[src/rtl/dma_req_arbiter.sv]
// dma_req_arbiter: two-requester round-robin front end for the shared DMA
// master port. Bursts that would touch SDATA or CTR, that wrap past 16'hFFFF
// or that have zero length are refused with an err pulse before any access.
module dma_req_arbiter #(
  parameter logic [15:0] SDATA_BASE = 16'hB00,
  parameter logic [15:0] SDATA_SIZE = 16'hC00,
  parameter logic [15:0] CTR_BASE   = 16'hFFC0,
  parameter logic [15:0] CTR_SIZE   = 16'h001F
) (
  input  logic        clk,
  input  logic        reset_n,
  input  logic        rot_reset,
  input  logic        req0,
  input  logic        req1,
  input  logic [15:0] addr0,
  input  logic [15:0] addr1,
  input  logic [3:0]  len0,
  input  logic [3:0]  len1,
  output logic        gnt0,
  output logic        gnt1,
  output logic        done0,
  output logic        done1,
  output logic        err0,
  output logic        err1,
  output logic [15:0] dma_addr,
  output logic        dma_en,
  input  logic        dma_ready
);

  typedef enum logic [1:0] {IDLE, XFER, RESP} state_t;

  // Region ends are one past the last protected word, widened so BASE+SIZE
  // cannot overflow.
  localparam logic [16:0] SDATA_END = {1'b0, SDATA_BASE} + {1'b0, SDATA_SIZE};
  localparam logic [16:0] CTR_END   = {1'b0, CTR_BASE} + {1'b0, CTR_SIZE};

  state_t      state_q, state_d;
  logic        ptr_q, ptr_d;   // 0 favours requester 0 on a tie
  logic        cur_q, cur_d;   // requester owning the current burst
  logic [3:0]  rem_q, rem_d;   // words still to be accepted
  logic [1:0]  gnt_q, gnt_d;
  logic [1:0]  done_q, done_d;
  logic [1:0]  err_q, err_d;
  logic        dma_en_q, dma_en_d;
  logic [15:0] dma_addr_q, dma_addr_d;

  logic        win;
  logic [15:0] w_addr;
  logic [3:0]  w_len;
  logic [16:0] w_last;
  logic        w_bad;

  // Pick the winner and screen its burst against the protected regions.
  always_comb begin
    win    = (req0 && req1) ? ptr_q : req1;
    w_addr = win ? addr1 : addr0;
    w_len  = win ? len1 : len0;
    w_last = {1'b0, w_addr} + {13'b0, w_len} - 17'd1;
    w_bad  = (w_len == 4'd0)
          || w_last[16]
          || (({1'b0, w_addr} < SDATA_END) && (w_last >= {1'b0, SDATA_BASE}))
          || (({1'b0, w_addr} < CTR_END)   && (w_last >= {1'b0, CTR_BASE}));
  end

  // Next-state and registered-output logic; rot_reset overrides everything.
  always_comb begin
    state_d    = state_q;
    ptr_d      = ptr_q;
    cur_d      = cur_q;
    rem_d      = rem_q;
    gnt_d      = gnt_q;
    done_d     = 2'b00;
    err_d      = 2'b00;
    dma_en_d   = dma_en_q;
    dma_addr_d = dma_addr_q;
    if (rot_reset) begin
      state_d  = IDLE;
      gnt_d    = 2'b00;
      dma_en_d = 1'b0;
    end else begin
      case (state_q)
        IDLE: begin
          if (req0 || req1) begin
            cur_d = win;
            if (w_bad) begin
              state_d = RESP;
              err_d   = win ? 2'b10 : 2'b01;
            end else begin
              state_d    = XFER;
              gnt_d      = win ? 2'b10 : 2'b01;
              dma_en_d   = 1'b1;
              dma_addr_d = w_addr;
              rem_d      = w_len;
            end
          end
        end
        XFER: begin
          if (dma_ready) begin
            if (rem_q == 4'd1) begin
              state_d  = RESP;
              gnt_d    = 2'b00;
              dma_en_d = 1'b0;
              done_d   = cur_q ? 2'b10 : 2'b01;
            end else begin
              dma_addr_d = dma_addr_q + 16'd1;
              rem_d      = rem_q - 4'd1;
            end
          end
        end
        RESP: begin
          state_d = IDLE;
          ptr_d   = ~ptr_q;
        end
        default: state_d = IDLE;
      endcase
    end
  end

  // State and output registers.
  always_ff @(posedge clk or negedge reset_n) begin
    if (!reset_n) begin
      state_q    <= IDLE;
      ptr_q      <= 1'b0;
      cur_q      <= 1'b0;
      rem_q      <= 4'd0;
      gnt_q      <= 2'b00;
      done_q     <= 2'b00;
      err_q      <= 2'b00;
      dma_en_q   <= 1'b0;
      dma_addr_q <= 16'd0;
    end else begin
      state_q    <= state_d;
      ptr_q      <= ptr_d;
      cur_q      <= cur_d;
      rem_q      <= rem_d;
      gnt_q      <= gnt_d;
      done_q     <= done_d;
      err_q      <= err_d;
      dma_en_q   <= dma_en_d;
      dma_addr_q <= dma_addr_d;
    end
  end

  assign gnt0     = gnt_q[0];
  assign gnt1     = gnt_q[1];
  assign done0    = done_q[0];
  assign done1    = done_q[1];
  assign err0     = err_q[0];
  assign err1     = err_q[1];
  assign dma_en   = dma_en_q;
  assign dma_addr = dma_addr_q;

endmodule

[config.mk]
export PLATFORM = sky130hd
export DESIGN_NAME = dma_req_arbiter
export DESIGN_NICKNAME = d
export VERILOG_FILES = /design/src/rtl/dma_req_arbiter.sv
export SDC_FILE = /design/constraint.sdc
export NUM_CORES = 1
export LEC_CHECK = 0
export CAP_MARGIN = 25
export CORE_MARGIN = 2
export CORE_UTILIZATION = 48
export CTS_BUF_LIST = sky130_fd_sc_hd__clkbuf_4
export DETAILED_ROUTE_END_ITERATION = 10
export HOLD_SLACK_MARGIN = 0.12
export PLACE_DENSITY = 0.79
export SLEW_MARGIN = 20
export SYNTH_ARGS = -nofsm -noshare
export SYNTH_HDL_FRONTEND = slang
export SYNTH_SLANG_ARGS = --single-unit
[constraint.sdc]
create_clock -name clk -period 4.3 [get_ports clk]
set_clock_uncertainty 0.1 [all_clocks]
set_input_delay 0.86 -clock clk [delete_from_list [all_inputs] [get_ports clk]]
set_output_delay 0.86 -clock clk [all_outputs]
set_load 0.05 [all_outputs]
-- Word-level counts from Yosys, hierarchy flattened
Cells that the tools add are included.
- register bits after elaboration: 31
- output and inout port bits: 23
- input bits: 46
- logic and storage cells: 87
- bitwise gates (word level): 2
- reduce and logical (&&, ||, !) cells: 16
- order comparisons: 4
- add/sub/neg operators: 4
- mux-type cells: 41
- equality and inequality tests: 11
- operators by type and width (kind ; count):
    $mux 16 ; 5
    $mux 2 ; 20
    $pmux 16 s2 ; 1
    $mux 4 ; 5
    $add 16x4->17 ; 1
    $ge 17x12->1 const B ; 1
    $ge 17x16->1 const B ; 1
    $sub 17x1->17 const B ; 1
    $add 16x1->16 const B ; 1
    $lt 16x13->1 const B ; 1
    $lt 16x16->1 const B ; 1
    $ne 3x3->1 const B ; 4
    $ne 2x2->1 const B ; 4
    $pmux 2 s2 ; 2
    $pmux 4 s2 ; 1
    $mux 1 ; 6
    $reduce_and 3->1 ; 2
    $reduce_and 6->1 ; 1
    $reduce_and 5->1 ; 1
    $eq 4x1->1 const B ; 1
    $logic_not 4->1 ; 1
    $logic_or 1x1->1 ; 4
    $sub 4x1->4 const B ; 1
    $logic_and 1x1->1 ; 3
    other kinds (8) ; 9

-- Depth between registers and ports, before layout
- depth after elaboration: 13
- mapped depth: 19

-- Least setup slack after synthesis
Ideal clock, no wire load.
- path kind: input -> register
- start: input port req1
- end: register dma_addr_q[0], in the netlist dma_addr[0]
- slack: -0.834 ns
- path buffers: 4
- data arrival time: 4.914 ns
- stages on the path: 19
- path through: clkbuf_1 nand2_1 buf_2 buf_1 mux2i_1 ha_1 inv_1 ha_1 fa_1 a211oi_1 o21ai_0 and3_1 nor4_1 o2111a_1 nand4_1 o211a_1 buf_6 a211o_1 o211a_1
- longest elaborated chain between the ends: 11
- elaborated cells on any way between the ends: 23
- ends and longest elaborated chain (item ; line ; source):
    start: declaration ; 14 ; input logic req1,
    $logic_and 1x1->1 ; 55 ; win = (req0 && req1) ? ptr_q : req1;
    $mux 1 ; 55 ;
    $mux 16 or $mux 4 (tied branches) ; 56, 57 ;
    $add 16x4->17 ; 58 ; w_last = {1'b0, w_addr} + {13'b0, w_len} - 17'd1;
    $sub 17x1->17 ; 58 ;
    $ge 17x12->1 ; 61 ; || (({1'b0, w_addr} < SDATA_END) && (w_last >= {1'b0, SDATA_BASE}))
    $logic_and 1x1->1 ; 61 ;
    $logic_or 1x1->1 ; 61 ;
    $logic_or 1x1->1 ; 62 ; || (({1'b0, w_addr} < CTR_END) && (w_last >= {1'b0, CTR_BASE}));
    $ne 2x2->1 (no source line) ; - ;
    $reduce_and 6->1 (no source line) ; - ;
    end signal: assignment ; 140 ; dma_addr_q <= dma_addr_d;
    end: declaration ; 45 ; logic [15:0] dma_addr_q, dma_addr_d;
Several ways; a longest one is shown, not always the timed one. The select of a mux whose other input is x is not followed.
A chain may end at the register's enable or synchronous reset.

-- Worst setup path after layout
- start: input port req1
- end: register rem_q[1]
- longest elaborated chain between the ends: 11
- elaborated cells on any way between the ends: 23
- ends and longest elaborated chain (item ; line ; source):
    $logic_and 1x1->1 ; 55 ;
    $mux 1 ; 55 ;
    $mux 16 or $mux 4 (tied branches) ; 56, 57 ;
    $add 16x4->17 ; 58 ;
    $sub 17x1->17 ; 58 ;
    $ge 17x12->1 ; 61 ;
    $logic_and 1x1->1 ; 61 ;
    $logic_or 1x1->1 ; 61 ;
    $logic_or 1x1->1 ; 62 ;
    $ne 2x2->1 (no source line) ; - ;
    $reduce_and 6->1 (no source line) ; - ;
    end signal: assignment ; 135 ; rem_q <= rem_d;
    end: declaration ; 40 ; logic [3:0] rem_q, rem_d;
Several ways; a longest one is shown, not always the timed one. The select of a mux whose other input is x is not followed.

==> metrics.md <==
| Metric | Value |
|---|---|
| Fin crit period | `4.57 ns` |
| Nature of the critical path startpoint | `input pin` |
| Die Ht | `86.2 microns` |
| Initial Util | `0.505` |
| Tcrit/Tclk final | `1.06` |
| Combinational share of power | `0.738` |
| Max cap viols | `0` |
| Worst r2r src | `ptr_q` |
| Max Slew Vio Count | `0` |
| Largest net degree at the start of global routing | `32` |
| Post-synthesis cell type count | `59` |
| Top post-synthesis cells by count | `32 x nand2_1, 31 x dfrtp_1, 29 x nor2_1` |
| Placed inst area | `0.00460 sq mm` |
| Post-Synthesis Cells | `393` |
| Area share of the largest cell type after synthesis | `0.239` |
| Post-synthesis sequential area ratio | `0.239` |
| TritonCTS clock tree | `done` |
| Residual DRC | `0` |
| Setup TNS | `-4.19 ns` |
| Vias per inst | `6.59` |
| Per-cell routed wire length | `21.8 microns` |
| P_leak | `0.00224 uW` |
| Cell count of the worst reg-to-reg path | `20` |
| Most common cell in the netlist | `nand2_1` |
| Depth of the CTS H-tree | `2` |
| IO Pins | `69` |
| CTS Sinks | `31` |
| Initial DRC Count | `418` |
| Worst path required time | `4.46 ns` |
| Crit path capture | `rem_q[1]` |
| Clk buf depth | `2` |
| Setup ws final | `-0.274 ns` |
| Global-route wire length before repair | `18100 microns` |
| Vias | `4120` |
| PD cells | `597 mW/mm^2` |
| Status | `finished with violations` |
| Filler instances | `364` |
| Number of synthesized flops with an enable pin | `0` |
| Final ANT Viol Nets | `0` |
| Met1 Resource Use GR | `0.369` |
| Max frequency | `219 MHz` |
| CP Launch Point | `req1` |
| Syn Nets | `466` |
| Clock share of power | `0.074` |
| Die Wd | `86.2 microns` |
| Worst slew pin tran | `0.953 ns` |
| Switching fraction of total power | `0.510` |
| Crit Path Class | `input pin to register` |
| Cts hold-fix bufs | `0` |
| Nets | `620` |
| CTS clk-pin slew, worst paths | `0.11 ns` |
| Yosys warns | `0` |
| Ys flop type | `dfrtp_1` |
| Sequential Area | `776 sq um` |
| Area grow syn2layout | `60.6%` |
| Violated checks | `setup timing` |
| Reg2reg end | `rem_q[1]` |
| Critical Path Fanout Max | `6` |
| CP endpoint kind | `register` |
| Worst hold path class | `register to register` |
| Peak supply drop | `0.271 mV` |
| Int Power | `1520 uW` |
| Global Route Usage Sum | `0.310` |
| Unrepaired setup endpoints after global routing | `true` |
| Multi-input gate area | `0.00271 sq mm` |
| Fin util | `0.810` |
| Site row count | `29` |
| N_diodes | `0` |
| Most used routing layer in global routing | `met2` |
| HPWL after DPL | `8290 microns` |
| Met2 usage | `0.546` |
| Final number of hold-violating endpoints | `0` |
| Post-Syn Area | `0.00324 sq mm` |
| Final instance area | `0.00520 sq mm` |
| Routed wire length | `13700 microns` |
| Clk Latency, worst-skew pair | `0.34 ns` |
| Slew headroom | `0.360` |
| # setup viols final | `27` |
| Reg2Reg Setup Slack | `-0.19 ns` |
| Worst EP arrival | `4.74 ns` |
| Routing usage on met3 | `0.0481` |
| Initial antenna violation count | `0` |
| Die area | `0.00742 sq mm` |
| Area contributors post-synth | `dfrtp_1 24%, ha_1 10%, mux2i_1 6.2%` |
| Switching power | `1580 uW` |
| Synthesized flop and latch total | `31` |
| Sequential power share | `0.188` |
| Final RePlAce weighted congestion | `0.907` |
| Remaining Overflow, GRT | `0` |
| Share of cells above drive strength 1 | `0.308` |
| Yosys top cell by area | `dfrtp_1` |
| Syn avg cell area | `8.25 sq um` |
| Vias in the first global route | `3804` |
| Worst hold margin | `0.358 ns` |
| First-pass DRT Iterations | `6` |
| CTS Root Cell | `clkbuf_4` |
| Fraction of registers with async set/reset | `1.00` |
| Port bufs | `68` |
| Core area | `0.00642 sq mm` |
| Num CTS Buffers | `5` |
==> per-stage QoR <==
step                      cells  worst slack, ns  power, uW
after global routing        625           -0.355       3250
after global placement      600           -0.651       2360
final                       625           -0.274       3110
after CTS                   618          -0.0218       2760
after detailed placement    600           -0.734       2430
after floorplan             393           -0.178       1770
==> final cells by class <==
type / count / share of cell area
Timing Repair Buffer: 164 / 0.277
Tap cell: 77 / 0.0185
Clock buffer: 5 / 0.00721
Inverter: 27 / 0.0200
Sequential cell: 31 / 0.149
Multi-Input combinational cell: 318 / 0.521
Clock inverter: 3 / 0.00745
==> sequential cells by signal, summed over array words and instances, names as in the netlist <==
register	cells
dma_addr	16
rem_q	4
done_q	2
err_q	2
gnt_q	2
state_q	2
cur_q	1
dma_en	1
ptr_q	1
==> critical path, stage by stage <==
cell and delay (ns):
buf_2 0.16, nand2_4 0.13, mux2i_4 0.30, ha_2 0.22, inv_2 0.04, ha_4 0.16
fa_2 0.39, a211oi_4 0.23, o21a_1 0.26, buf_6 0.13, o31ai_4 0.05, mux2i_2 0.27
a2111oi_4 0.09, buf_4 0.16, o41ai_4 0.35, buf_4 0.18, o211ai_4 0.12, o21ai_4 0.22
buf_6 0.17, mux2i_1 0.22
==> what timing repair did <==
action | in CTS | in global routing
resized for setup | 40 | 50
pin swaps | 19 | 35
buffers inserted | 9 | 9
cloned | 1 | 1
endpoints found under the setup margin | 27 | 27
==> placed cells by master, fill, tap and decap left out, types with 7 or more instances in the layout <==
master           instances
o211ai_1                19
nand4_1                  9
nand3_1                 13
nor3_1                   7
ha_1                    19
nor2_1                  27
o21ai_0                 19
buf_4                   89
inv_1                   25
mux2i_4                  8
and3_1                  11
clkdlybuf4s50_1         56
mux2i_1                  9
a21oi_1                 18
dfrtp_1                 31
nand2_1                 30
dlygate4sd2_1            8
==> per-layer routing <==
layer,routed length [microns],up-vias
met5,0,-
met4,876,0
met3,1220,92
met2,6620,306
met1,4930,1935
li1,-,1787
==> worst min path at each step <==
stage / from / endpoint / cells after the start
3_3_place_gp: cur_q / done_q[0] / 1
2_1_floorplan: cur_q / done_q[0] / 1
4_1_cts: cur_q / done_q[0] / 1
6_report: cur_q / done_q[0] / 1
3_5_place_dp: cur_q / done_q[0] / 1
5_1_grt: cur_q / done_q[0] / 1
==> power groups by stage <==
stage / Sequential (uW) / Combinational, uW / Clock (uW)
global placement: 563 / 1800 / 0
floorplan: 828 / 942 / 0
CTS: 569 / 1960 / 229
finish: 584 / 2290 / 232
detailed placement: 575 / 1850 / 0
global route: 598 / 2410 / 243
==> cell families (layout without fill, tap and decap cells) <==
logic type	Yosys count	after routing	synth area share
AND/OR/NAND/NOR	127	128	0.194
buffers and inverters	45	199	0.0575
flip-flops	31	31	0.239
multiplexers	23	23	0.0734
adder cells (fa/ha/maj)	27	27	0.107
XOR/XNOR	12	12	0.0324
AO/OA/AOI/OAI	128	128	0.297
Note: power is estimated with default switching activity, not from simulation.
